[config.mk]
export PLATFORM = sky130hd
export DESIGN_NAME = dmem_lsu
export DESIGN_NICKNAME = d
export VERILOG_FILES = /design/src/rtl/lsu_pkg.sv /design/src/rtl/lsu_load_ext.sv /design/src/rtl/dmem_lsu.sv
export SDC_FILE = /design/constraint.sdc
export NUM_CORES = 1
export LEC_CHECK = 0
export CORE_ASPECT_RATIO = 0.9
export CORE_MARGIN = 4
export CORE_UTILIZATION = 46
export CTS_BUF_LIST = sky130_fd_sc_hd__clkbuf_16
export DETAILED_ROUTE_END_ITERATION = 7
export PLACE_DENSITY = 0.85
export SLEW_MARGIN = 20
export SYNTH_ARGS = -nofsm -noshare
export SYNTH_HDL_FRONTEND = slang
export SYNTH_SLANG_ARGS = --single-unit
[constraint.sdc]
create_clock -name clk -period 3.8 [get_ports clk]
set_input_delay 0.76 -clock clk [delete_from_list [all_inputs] [get_ports clk]]
set_output_delay 0.76 -clock clk [all_outputs]
set_load 0.05 [all_outputs]
[src/rtl/lsu_pkg.sv]
// Shared definitions for the MEM-stage load/store unit: funct3 codes, access sizes,
// FSM states and small decode helpers.
package lsu_pkg;

    localparam logic [2:0] F3_B  = 3'd0;
    localparam logic [2:0] F3_H  = 3'd1;
    localparam logic [2:0] F3_W  = 3'd2;
    localparam logic [2:0] F3_BU = 3'd4;
    localparam logic [2:0] F3_HU = 3'd5;

    typedef enum logic [1:0] {
        AS_BYTE = 2'd0,
        AS_HALF = 2'd1,
        AS_WORD = 2'd2
    } access_size_e;

    typedef enum logic {
        IDLE = 1'b0,
        SEQ  = 1'b1
    } lsu_state_e;

    // Byte count of a load funct3; 0 marks an encoding with no legal load.
    function automatic logic [2:0] size_bytes(input logic [2:0] funct3);
        case (funct3)
            F3_B, F3_BU: size_bytes = 3'd1;
            F3_H, F3_HU: size_bytes = 3'd2;
            F3_W:        size_bytes = 3'd4;
            default:     size_bytes = 3'd0;
        endcase
    endfunction

    function automatic logic funct3_legal(input logic store, input logic [2:0] funct3);
        if (store) funct3_legal = (funct3 <= F3_W);
        else       funct3_legal = (size_bytes(funct3) != 3'd0);
    endfunction

endpackage

[src/rtl/lsu_load_ext.sv]
// Sign/zero extension of raw load data to XLEN; used by both the single-access
// and the byte-assembled load paths.
module lsu_load_ext
    import lsu_pkg::*;
#(
    parameter int XLEN = 32
) (
    input  logic [XLEN-1:0] raw,
    input  logic [1:0]      size,
    input  logic            is_unsigned,
    output logic [XLEN-1:0] data
);

    always_comb begin
        data = raw;
        case (size)
            AS_BYTE: data = is_unsigned ? {{(XLEN-8){1'b0}}, raw[7:0]}
                                        : {{(XLEN-8){raw[7]}}, raw[7:0]};
            AS_HALF: data = is_unsigned ? {{(XLEN-16){1'b0}}, raw[15:0]}
                                        : {{(XLEN-16){raw[15]}}, raw[15:0]};
            default: data = raw;
        endcase
    end

endmodule

[src/rtl/dmem_lsu.sv]
// MEM-stage load/store initiator: one access for aligned requests, a byte-by-byte
// sequence for misaligned ones, and one response pulse per accepted request.
module dmem_lsu
    import lsu_pkg::*;
#(
    parameter int ADDR_W = 32,
    parameter int XLEN   = 32
) (
    input  logic              clk,
    input  logic              rst_n,
    input  logic              req_valid,
    output logic              req_ready,
    input  logic              req_store,
    input  logic [2:0]        req_funct3,
    input  logic [ADDR_W-1:0] req_addr,
    input  logic [XLEN-1:0]   req_wdata,
    output logic              resp_valid,
    output logic              resp_err,
    output logic [XLEN-1:0]   resp_rdata,
    output logic [ADDR_W-1:0] mem_addr,
    output logic              mem_read_write,
    output logic [1:0]        mem_access_size,
    output logic [XLEN-1:0]   mem_wdata,
    input  logic [XLEN-1:0]   mem_rdata
);

    lsu_state_e        state, next_state;
    logic [1:0]        byte_idx;
    logic [ADDR_W-1:0] cap_addr;
    logic [2:0]        cap_size;
    logic              cap_unsigned;
    logic              cap_store;
    logic [XLEN-1:0]   cap_wdata;
    logic [XLEN-1:0]   asm_data;
    logic              done;

    logic [2:0]        req_size;
    logic              req_legal;
    logic              req_misaligned;
    logic              seq_last;
    logic              port_write;
    logic [XLEN-1:0]   asm_merged;
    logic [XLEN-1:0]   ext_raw;
    logic [1:0]        ext_size;
    logic              ext_unsigned;
    logic [XLEN-1:0]   ext_data;

    assign req_ready  = (state == IDLE);
    assign resp_valid = done;

    assign req_size       = size_bytes(req_funct3);
    assign req_legal      = funct3_legal(req_store, req_funct3);
    assign req_misaligned = ((req_size == 3'd2) && req_addr[0])
                          || ((req_size == 3'd4) && (req_addr[1:0] != 2'b00));
    assign seq_last       = ({1'b0, byte_idx} == (cap_size - 3'd1));

    // A write enable raised from req_* must never reach memory while reset is held.
    assign mem_read_write = port_write & rst_n;

    lsu_load_ext #(.XLEN(XLEN)) u_ext (
        .raw         (ext_raw),
        .size        (ext_size),
        .is_unsigned (ext_unsigned),
        .data        (ext_data)
    );

    // NOTE: every output of this block is given a default first, so no path leaves a
    // signal unassigned and no latch is inferred.
    always_comb begin
        next_state      = state;
        mem_addr        = '0;
        port_write      = 1'b0;
        mem_access_size = AS_WORD;
        mem_wdata       = '0;
        asm_merged      = asm_data;
        ext_raw         = mem_rdata;
        ext_size        = req_funct3[1:0];
        ext_unsigned    = req_funct3[2];

        case (state)
            IDLE: begin
                if (req_valid && req_legal) begin
                    mem_addr   = req_addr;
                    port_write = req_store;
                    if (!req_misaligned) begin
                        mem_access_size = req_funct3[1:0];
                        mem_wdata       = req_store ? req_wdata : '0;
                    end else begin
                        mem_access_size = AS_BYTE;
                        mem_wdata       = req_store ? {{(XLEN-8){1'b0}}, req_wdata[7:0]} : '0;
                        next_state      = SEQ;
                    end
                end
            end
            SEQ: begin
                mem_addr        = cap_addr + ADDR_W'(byte_idx);
                port_write      = cap_store;
                mem_access_size = AS_BYTE;
                mem_wdata       = cap_store ? {{(XLEN-8){1'b0}}, cap_wdata[8*byte_idx +: 8]} : '0;
                // Current byte is merged in so the last read feeds the extender directly.
                asm_merged[8*byte_idx +: 8] = mem_rdata[7:0];
                ext_raw      = asm_merged;
                ext_size     = (cap_size == 3'd2) ? AS_HALF : AS_WORD;
                ext_unsigned = cap_unsigned;
                if (seq_last) next_state = IDLE;
            end
            default: next_state = IDLE;
        endcase
    end

    always_ff @(posedge clk or negedge rst_n) begin
        if (!rst_n) begin
            state <= IDLE;
        end else begin
            state <= next_state;
        end
    end

    // NOTE: state-holding registers use non-blocking assignments only, so every
    // register samples pre-edge values regardless of statement order.
    always_ff @(posedge clk or negedge rst_n) begin
        if (!rst_n) begin
            byte_idx     <= 2'd0;
            cap_addr     <= '0;
            cap_size     <= 3'd0;
            cap_unsigned <= 1'b0;
            cap_store    <= 1'b0;
            cap_wdata    <= '0;
            asm_data     <= '0;
            done         <= 1'b0;
            resp_err     <= 1'b0;
            resp_rdata   <= '0;
        end else begin
            done       <= 1'b0;
            resp_err   <= 1'b0;
            resp_rdata <= '0;
            case (state)
                IDLE: begin
                    if (req_valid) begin
                        if (!req_legal) begin
                            done     <= 1'b1;
                            resp_err <= 1'b1;
                        end else if (!req_misaligned) begin
                            done       <= 1'b1;
                            resp_rdata <= req_store ? '0 : ext_data;
                        end else begin
                            byte_idx     <= 2'd1;
                            cap_addr     <= req_addr;
                            cap_size     <= req_size;
                            cap_unsigned <= req_funct3[2];
                            cap_store    <= req_store;
                            cap_wdata    <= req_wdata;
                            asm_data     <= {{(XLEN-8){1'b0}}, mem_rdata[7:0]};
                        end
                    end
                end
                SEQ: begin
                    asm_data <= asm_merged;
                    if (seq_last) begin
                        byte_idx   <= 2'd0;
                        done       <= 1'b1;
                        resp_rdata <= cap_store ? '0 : ext_data;
                    end else begin
                        byte_idx <= byte_idx + 2'd1;
                    end
                end
                default: byte_idx <= 2'd0;
            endcase
        end
    end

endmodule

==> summary.md, run 1 <==
| Metric | Value |
|---|---|
| Critical path origin | req_funct3[1] |
| Status | finished clean |
| Clock transition at the registers of the reported paths | 0.05 ns |
| Dominant cells by area after synthesis | dfrtp_1, mux2_2, o21ai_0 |
| Syn_area_per_cell | 10.63 um^2 |
| Reg-to-Reg Start | byte_idx[0]$_DFFE_PN0P_ |
| R2r setup slk | 1.16 ns |
| Yosys Warn Count | 0 |
| Synth unique cells | 52 |
| Post-Synthesis Cells | 695 |
| Area grow syn2layout | 47.03% |
| Synth area leader | dfrtp_1 |
| Clock buffer depth | 2 |
| Port buffer count | 204 |
| Synthesis-stage register bit count | 138 |
| Pwr per Cell Area | 864.5 nW/um^2 |
| ANT nets after route | 0 |
| Slew margin rel. | 43.98% |
| Crit. End Element | output pin |
| FMAX | 271.4 MHz |
| Mux contribution to synthesized area | 13.75% |
| CTS tree | done |
| Hold_buf cts | 0 |
| Worst slew pin tran | 0.8403 ns |
| First-pass GRT wire length | 33.06 mm |
| Io pins | 205 |
| Largest net degree at the start of global routing | 87 |
| Initial antenna violation count | 0 |
| Leakage | 4.657 nW |
| Clock period minus worst slack | 3.685 ns |
| Min-delay worst type | input pin to asynchronous set/reset pin |
| Fin util | 69.65% |
| Post-synth top area share | 46.72% |
| GP Congestion | 0.8682 |
| Fin. max-slew vios | 0 |
| CP Launch Type | input pin |
| Via-to-Cell Ratio | 5.564 |
| Total of max-cap violations | 0 |
| DRT iter0 DRCs | 439 |
| Clk_skew | 0.005668 ns |
| Chip height | 128.3 um |
| Type of the worst setup path | input pin to output pin |
| Xor/xnor cell area share of the yosys netlist | 3.911% |
| Drt pass-1 iters | 5 |
| Crit path max fanout | 24 |
| Gr usage total | 22.79% |
| Routed WL | 20.44 mm |
| Maximum vdd drop | 520.4 uV |
| Arrival time worst endpoint | 2.92 ns |
| H-tree depth | 4 |
| Post-Synth Simple-Gate Area | 12.80% |
| Final Hold Viols | 0 |
| Final HPWL DP | 14.61 mm |
| Die ar. | 18160 um^2 |
| Drt wl/cell | 18.50 um |
| Vias | 6148 |
| CTS Buf Count | 17 |
| Share of cells above drive strength 1 | 21.82% |
| Final nets | 1002 |
| Starting Density | 47.37% |
| Core Area | 15600 um^2 |
| Post-synth EDFFs | 0 |
| Syn Nets | 807 |
| Post-synthesis async set-or-reset flop share | 100.0% |
| Sum Neg Setup Slack | 0 ns |
| # DRC | 0 |
| Setup repair after global routing missed its margin | no |
| Compound-Gate Fraction of Synth Area | 16.74% |
| N_diodes | 0 |
| Main synth FF type | dfrtp_1 |
| CTS Sinks | 138 |
| Final number of setup-violating endpoints | 0 |
| Die W | 141.6 um |
| Sequential share of the synthesized area | 46.72% |
| Root buf cell | clkbuf_16 |
| # rows | 43 |
| Largest family of logic cells by synthesized area | compound AO/OA/AOI/OAI gates |
| Worst-Skew Late Latency | 0.41 ns |
| Period utilization | 96.96% |
| Grt ovf | 0 |
| Post-Synth Adder-Cell Area | 1.625% |
| Synth Cell Area | 7391 um^2 |
| WP data required | 3.04 ns |
| Vias in the first global route | 6422 |
## placed cells by master (no fill, tap or decap), types with 8 or more instances in the layout
cell type,count
xnor2_1,10
a21oi_1,37
and3_1,8
a22oi_1,9
nor2_1,19
mux2_2,48
clkbuf_16,17
clkdlybuf4s50_1,135
o21ai_1,11
mux4_2,8
ha_1,8
buf_12,70
xor2_1,23
o2bb2ai_1,9
nand2_1,63
nor2b_1,11
dfrtp_1,137
inv_1,32
nand4_1,13
nand3_1,12
a22o_1,40
buf_4,16
and4_1,8
o21ai_0,63
mux2_4,19
and2_1,26
## layer usage
layer | track usage, % | wire length, um | vias to the layer above
li1 | - | - | 2877
met1 | 29.28 | 8543 | 3004
met2 | 36.45 | 9771 | 245
met3 | 8.243 | 1802 | 22
met4 | 6.603 | 320 | 0
met5 | 0 | 0 | -
## path summary, 6_finish.rpt
kind	endpoint	depth (start not counted)
max in group asynchronous	state$_DFF_PN0_	2
max reg2reg	asm_data[4]$_DFFE_PN0P_	7
min reg2reg	asm_data[12]$_DFFE_PN0P_	1
min	cap_wdata[24]$_DFFE_PN0P_	1
min in group clk	asm_data[12]$_DFFE_PN0P_	1
max	mem_wdata[31]	6
## cell usage after synthesis, types with 19 or more instances
cell type and n:
a21oi_1 37, a22o_1 40, and2_1 26, clkbuf_1 28
dfrtp_1 138, inv_1 27, mux2_2 48, mux2_4 19
nand2_1 63, nor2_1 19, o21ai_0 74, xor2_1 23
## registers in the layout, summed over array words and instances (netlist names)
register	flops
cap_addr	32
resp_rdata	32
cap_wdata	32
cap_store	1
byte_idx	2
resp_err	1
cap_size	3
asm_data	32
cap_unsigned	1
state	1
resp_valid	1
## logic make-up (layout without fill, tap and decap cells)
family / after synthesis / in the layout
flops: 138 / 138
fa+ha+maj: 9 / 9
simple gates: 176 / 176
buf+inv: 75 / 283
xor+xnor: 33 / 33
mux: 76 / 76
compound gates: 188 / 188
## critical path, cell delays in order
cell,delay [ns]
clkdlybuf4s50_1,0.64
inv_2,0.06
or4_4,0.54
and3_1,0.44
and2_1,0.32
buf_12,0.16
## where the power goes
group | switching [mW] | internal [mW] | leakage, nW | total, mW
clock network | 0.602 | 0.941 | 0.281 | 1.54
registers | 0.429 | 2.08 | 1.76 | 2.50
logic | 2.96 | 2.39 | 2.62 | 5.35
## final cells by class
cell class,count,area [um^2]
Timing Repair Buffer,223,2895
Inverter,28,105.1
Sequential cell,138,3455
Clock inverter,15,120.1
Fill cell,1108,4736
Clock buffer,17,425.4
Multi-Input combinational cell,482,3613
Tap cell,202,252.7
## metrics by stage
stage	hold slack [ns]	instances	worst slack, ns	total power [mW]	instance area (um^2)
floorplan	0.4486	695	0.2203	5.713	7391
CTS	0.3056	1101	0.009728	9.439	10820
finish	0.3041	1105	0.1154	9.394	10870
global route	0.3183	1105	0.01001	9.893	10870
global placement	0.4636	1069	0.2198	7.734	10270
detailed placement	0.4666	1069	0.1376	7.862	10270
## repair_timing
action,4_1_cts,5_1_grt
setup endpoints to repair,0,1
resized for setup,0,0
setup buffers,0,4
Power figures use the tool's default switching activity.
==> inputs of run 2 (changes only) <==
--- a/config.mk
+++ b/config.mk
@@ -7,10 +7,12 @@
 export LEC_CHECK = 0
 export CORE_ASPECT_RATIO = 0.9
 export CORE_MARGIN = 4
-export CORE_UTILIZATION = 46
+export CORE_UTILIZATION = 44
 export CTS_BUF_LIST = sky130_fd_sc_hd__clkbuf_16
 export DETAILED_ROUTE_END_ITERATION = 7
+export GPL_TIMING_DRIVEN = 0
 export PLACE_DENSITY = 0.85
+export SETUP_SLACK_MARGIN = 0.2
 export SLEW_MARGIN = 20
 export SYNTH_ARGS = -nofsm -noshare
 export SYNTH_HDL_FRONTEND = slang
==> constraint.sdc (replaced) <==
create_clock -name clk -period 3.2 [get_ports clk]
set_input_delay 0.64 -clock clk [delete_from_list [all_inputs] [get_ports clk]]
set_output_delay 0.64 -clock clk [all_outputs]
set_load 0.05 [all_outputs]
==> run 2 against run 1 <==
Routed wire length grew 11%; worst setup slack lost 0.069 ns; first-iteration DRC count grew 3.4%; via count grew 7.8%; hold slack lost 0.17 ns; clock power grew 28%; core utilization shrank 3.2 points; global-route usage grew 0.86 points; die area grew 4.3%.
==> summary.md, run 2 (synthesis gave the netlist of run 1 again) <==
| Metric | Value |
|---|---|
| Status | finished clean |
| Final number of setup-violating endpoints | 0 |
| WHS | 0.1335 ns |
| Vias | 6627 |
| CP max stage cell | dfrtp_2 |
| Hold_buf cts | 0 |
| FMAX | 317.1 MHz |
| Root buf cell | clkbuf_16 |
| Drt wl/cell | 19.54 um |
| Drt pass-1 iters | 5 |
| Starting Density | 45.35% |
| Area grow syn2layout | 46.50% |
| Post-layout instance area | 10830 um^2 |
| Final HPWL DP | 15.85 mm |
| Cell Chain, Critical Path | clkbuf_16 > clkinvlp_4 > fa_2 > nor2b_4 > nor3b_4 > nand4_1 > xnor2_1 > a22o_2 > buf_8 |
| Core Area | 16300 um^2 |
| Gr usage total | 23.65% |
| H-tree depth | 4 |
| First-pass GRT wire length | 35.11 mm |
| Placed Area | 9837 um^2 |
| Chip height | 131.0 um |
| Pwr per Cell Area | 1032 nW/um^2 |
| Share of cells above drive strength 1 | 30.34% |
| Leakage | 4.752 nW |
| Multi-input combinational cell area | 3892 um^2 |
| Total Power | 11.17 mW |
| Commonest non-fill, non-tap cell in the layout | dfrtp_1 |
| Clock transition at the registers of the reported paths | 0.06 ns |
| Final Hold Viols | 0 |
| R2r setup slk | 0.55 ns |
| Io pins | 205 |
| Slew margin rel. | 43.39% |
| N_diodes | 0 |
| Setup ws final | 0.04637 ns |
| Period utilization | 98.55% |
| FF/Latch Area | 3462 um^2 |
| Crit path max fanout | 3 |
| Initial antenna violation count | 1 |
| WP data required | 2.56 ns |
| Maximum vdd drop | 432.9 uV |
| Final nets | 1058 |
| Worst path max stage delay | 0.40 ns |
| Largest net degree at the start of global routing | 88 |
| Via-to-Cell Ratio | 5.684 |
| Total of max-cap violations | 0 |
| Worst slew pin tran | 0.8492 ns |
| ANT nets after route | 0 |
| Vias in the first global route | 6782 |
| Crit. End Element | output pin |
| Type of the worst setup path | flip-flop to output pin |
| # DRC | 0 |
| CP Launch Type | flip-flop |
| Clock period minus worst slack | 3.154 ns |
| Die ar. | 18940 um^2 |
| Clk_skew | 0.01036 ns |
| # fillers | 1229 |
| Arrival time worst endpoint | 2.51 ns |
| # rows | 44 |
| CTS Buf Count | 17 |
| DRT iter0 DRCs | 454 |
| Fin util | 66.45% |
| Grt ovf | 0 |
| Min-delay worst type | input pin to asynchronous set/reset pin |
| CTS Sinks | 138 |
| Clock buffer depth | 2 |
| Routed WL | 22.78 mm |
| Commonest cells after routing, fill and taps aside | dfrtp_1, clkdlybuf4s50_1, nand2_1 |
| Port buffer count | 203 |
| Fin. max-slew vios | 0 |
| Setup repair after global routing missed its margin | yes |
| CTS tree | done |
| Worst slack, placed | -1.161 ns |
| GP Congestion | 0.9023 |
| Worst-Skew Late Latency | 0.42 ns |
| Die W | 144.6 um |
==> run 2: through the flow <==
step,setup TNS (ns),cells
2_1_floorplan,0,695
3_3_place_gp,-619.08,1105
3_5_place_dp,-56.30,1106
4_1_cts,0,1153
5_1_grt,-0.05344,1166
6_report,0,1166
==> run 2: routing by layer <==
metal	vias to the layer above	global-route usage [%]	part of all wire (%)
li1	3013	-	-
met1	3275	30.06	41
met2	294	39.77	49
met3	43	6.623	8.1
met4	2	6.747	2.1
met5	-	0	0.053
==> run 2: path summary, 6_finish.rpt <==
check / startpoint / cells past startpoint / end
max: byte_idx[1]$_DFFE_PN0P_ / 9 / mem_addr[14]
min: rst_n / 1 / cap_wdata[16]$_DFFE_PN0P_
max reg2reg: byte_idx[0]$_DFFE_PN0P_ / 11 / resp_rdata[16]$_DFF_PN0_
min reg2reg: asm_data[11]$_DFFE_PN0P_ / 1 / asm_data[11]$_DFFE_PN0P_
max in group asynchronous: rst_n / 2 / cap_addr[26]$_DFFE_PN0P_
min in group clk: asm_data[11]$_DFFE_PN0P_ / 1 / asm_data[11]$_DFFE_PN0P_
==> run 2: power breakdown <==
part,internal (mW),switching [mW]
Clock,1.21,0.757
Sequential,2.47,0.540
Combinational,2.52,3.68
==> run 2: critical path, delay by kind of cell (launching register included) <==
kind                       cells  cell delay, ns
and+or+nand+nor                3            0.58
DFF                            1            0.40
buffers and inverters          3            0.37
adders and majority gates      1            0.37
AOI/OAI and AO/OA              1            0.22
xor gates and xnor gates       1            0.16
==> run 2: what timing repair did <==
item                       4_1_cts  5_1_grt
setup endpoints to repair       76       60
pin swaps                       11       10
gates resized for setup        403      118
setup buffers                   15       11
gates cloned                     0        2
==> run 2: cell type report <==
class                           instances  area share [%]
Multi-Input combinational cell        482           35.95
Sequential cell                       138           31.97
Timing Repair Buffer                  232           20.42
Clock buffer                           17           3.929
Buffer                                 47           2.877
Tap cell                              207           2.392
Clock inverter                         15           1.456
Inverter                               28           1.005
==> inputs of run 3 (changes only) <==
--- a/config.mk
+++ b/config.mk
@@ -6,7 +6,7 @@
 export NUM_CORES = 1
 export LEC_CHECK = 0
 export CORE_ASPECT_RATIO = 0.9
-export CORE_MARGIN = 4
+export CORE_MARGIN = 5
 export CORE_UTILIZATION = 44
 export CTS_BUF_LIST = sky130_fd_sc_hd__clkbuf_16
 export DETAILED_ROUTE_END_ITERATION = 7
==> run 3 against run 2 <==
Via count down 1.8%; clock power up 4%; count of clock-buffer cells in the layout unchanged; hold slack better by 0.035 ns; flip-flop and latch count unchanged; sequential power about the same; core utilization down 2.4 points; first-iteration DRC count down 23%; final cell count down 0.60%; worst setup slack worse by 0.032 ns; power down 1.1%; largest cell class unchanged.
==> summary.md, run 3 (synthesis gave the netlist of run 1 again) <==
| Metric | Value |
|---|---|
| Root buf cell | clkbuf_16 |
| Grt ovf | 0 |
| Commonest non-fill, non-tap cell in the layout | dfrtp_1 |
| WHS | 0.1686 ns |
| Final HPWL DP | 16.34 mm |
| Finished Layout Cells | 1159 |
| Final Hold Viols | 0 |
| Status | finished clean |
| Initial antenna violation count | 2 |
| Commonest cells after routing, fill and taps aside | dfrtp_1, clkdlybuf4s50_1, nand2_1 |
| Hold_buf cts | 0 |
| Final number of setup-violating endpoints | 0 |
| Share of cells above drive strength 1 | 29.11% |
| Clk_skew | 0.008423 ns |
| Die W | 146.6 um |
| Io pins | 205 |
| Final nets | 1049 |
| Crit path max fanout | 3 |
| Largest net degree at the start of global routing | 75 |
| Clock buffer depth | 2 |
| Period utilization | 99.56% |
| Setup repair after global routing missed its margin | yes |
| Core Area | 16670 um^2 |
| Area grow syn2layout | 44.46% |
| Starting Density | 44.35% |
| N_diodes | 0 |
| CTS Buf Count | 17 |
| Worst-Skew Late Latency | 0.42 ns |
| Pwr per Cell Area | 1035 nW/um^2 |
| Worst slew pin tran | 0.8723 ns |
| Vias | 6509 |
| Crit. End Element | output pin |
| Slew margin rel. | 41.85% |
| FMAX | 313.9 MHz |
| DRT iter0 DRCs | 348 |
| Placed cell count | 1110 |
| CP Launch Type | flip-flop |
| Total Power | 11.05 mW |
| Clock period minus worst slack | 3.186 ns |
| # rows | 45 |
| # DRC | 0 |
| Clock transition at the registers of the reported paths | 0.06 ns |
| Drt wl/cell | 19.60 um |
| Die ar. | 19490 um^2 |
| Port buffer count | 203 |
| WP data required | 2.56 ns |
| First-pass GRT wire length | 36.14 mm |
| GP Congestion | 0.8966 |
| Arrival time worst endpoint | 2.55 ns |
| Drt pass-1 iters | 5 |
| Fin. max-slew vios | 0 |
| H-tree depth | 4 |
| CTS Sinks | 138 |
| Leakage | 4.660 nW |
| CTS tree | done |
| Via-to-Cell Ratio | 5.616 |
| Type of the worst setup path | flip-flop to output pin |
| ANT nets after route | 0 |
| Routed WL | 22.71 mm |
| Chip height | 133.0 um |
| Total of max-cap violations | 0 |
| Maximum vdd drop | 441.2 uV |
| Min-delay worst type | input pin to asynchronous set/reset pin |
| Vias in the first global route | 6750 |
| Gr usage total | 23.29% |
run 3: changes by cell type in the layout (fill, tap and decap cells not counted), moves of 3 or more:
cell,change
buf_2,+3
clkinvlp_4,+4
buf_6,-7
clkinv_2,-5
clkdlybuf4s15_2,+4
nand3_2,-3
nand3_1,+4
run 3: power breakdown:
| group | switching, mW | internal, mW |
|---|---|---|
| logic | 3.64 | 2.38 |
| clock network | 0.750 | 1.29 |
| registers | 0.521 | 2.48 |
| total | 4.91 | 6.14 |
run 3: metal layers:
metal  track usage, %  vias up  routed length (um)
li1                 -     2969                   -
met1            29.97     3191                9382
met2            36.58      286               10770
met3            7.397       59                1866
met4            9.404        4                 679
met5                0        -                  19
run 3: per-stage QoR:
step           setup slack [ns]  utilization (%)  setup TNS [ns]  area, um^2
2_1_floorplan            0.1761                -               0        7513
3_3_place_gp             -4.471            58.86         -634.21        9809
3_5_place_dp             -1.146            59.05          -55.86        9842
4_1_cts               -0.004624            63.35       -0.004624       10560
5_1_grt                 -0.1062            64.06         -0.3582       10680
6_report                0.01402            64.06               0       10680
run 3: worst max-delay path: stages (launching register included):
cell and delay, ns:
dfrtp_1 0.41, ha_2 0.21, inv_2 0.04, fa_2 0.38, nor2b_4 0.15, nor3b_4 0.27, nand4_1 0.14, xnor2_1 0.15
a22o_2 0.22, buf_8 0.15
run 3: what timing repair did:
item,4_1_cts,5_1_grt
buffers inserted,11,8
pin swaps,8,7
gates resized for setup,418,60
setup endpoints to repair,76,57
run 3: final cells by class:
class	instances	area (um^2)
clock buffer	17	425.4
timing repair buffer	223	2097
multi-input combinational	482	3835
inverter	28	108.9
fill	1291	5989
tap	211	264.0
sequential	138	3465
clock inverter	13	180.2
buffer	47	301.5
run 3: path summary, 6_finish.rpt:
check | slack (ns) | cells after the start | start | endpoint
hold reg to reg | 0.48 | 1 | asm_data[10]$_DFFE_PN0P_ | asm_data[10]$_DFFE_PN0P_
max in group asynchronous | 2.30 | 2 | rst_n | resp_rdata[23]$_DFF_PN0_
hold / removal | 0.17 | 1 | rst_n | resp_rdata[29]$_DFF_PN0_
min in group clk | 0.48 | 1 | asm_data[10]$_DFFE_PN0P_ | asm_data[10]$_DFFE_PN0P_
setup reg to reg | 0.39 | 8 | byte_idx[0]$_DFFE_PN0P_ | asm_data[7]$_DFFE_PN0P_
setup / recovery | 0.01 | 9 | byte_idx[0]$_DFFE_PN0P_ | mem_addr[14]
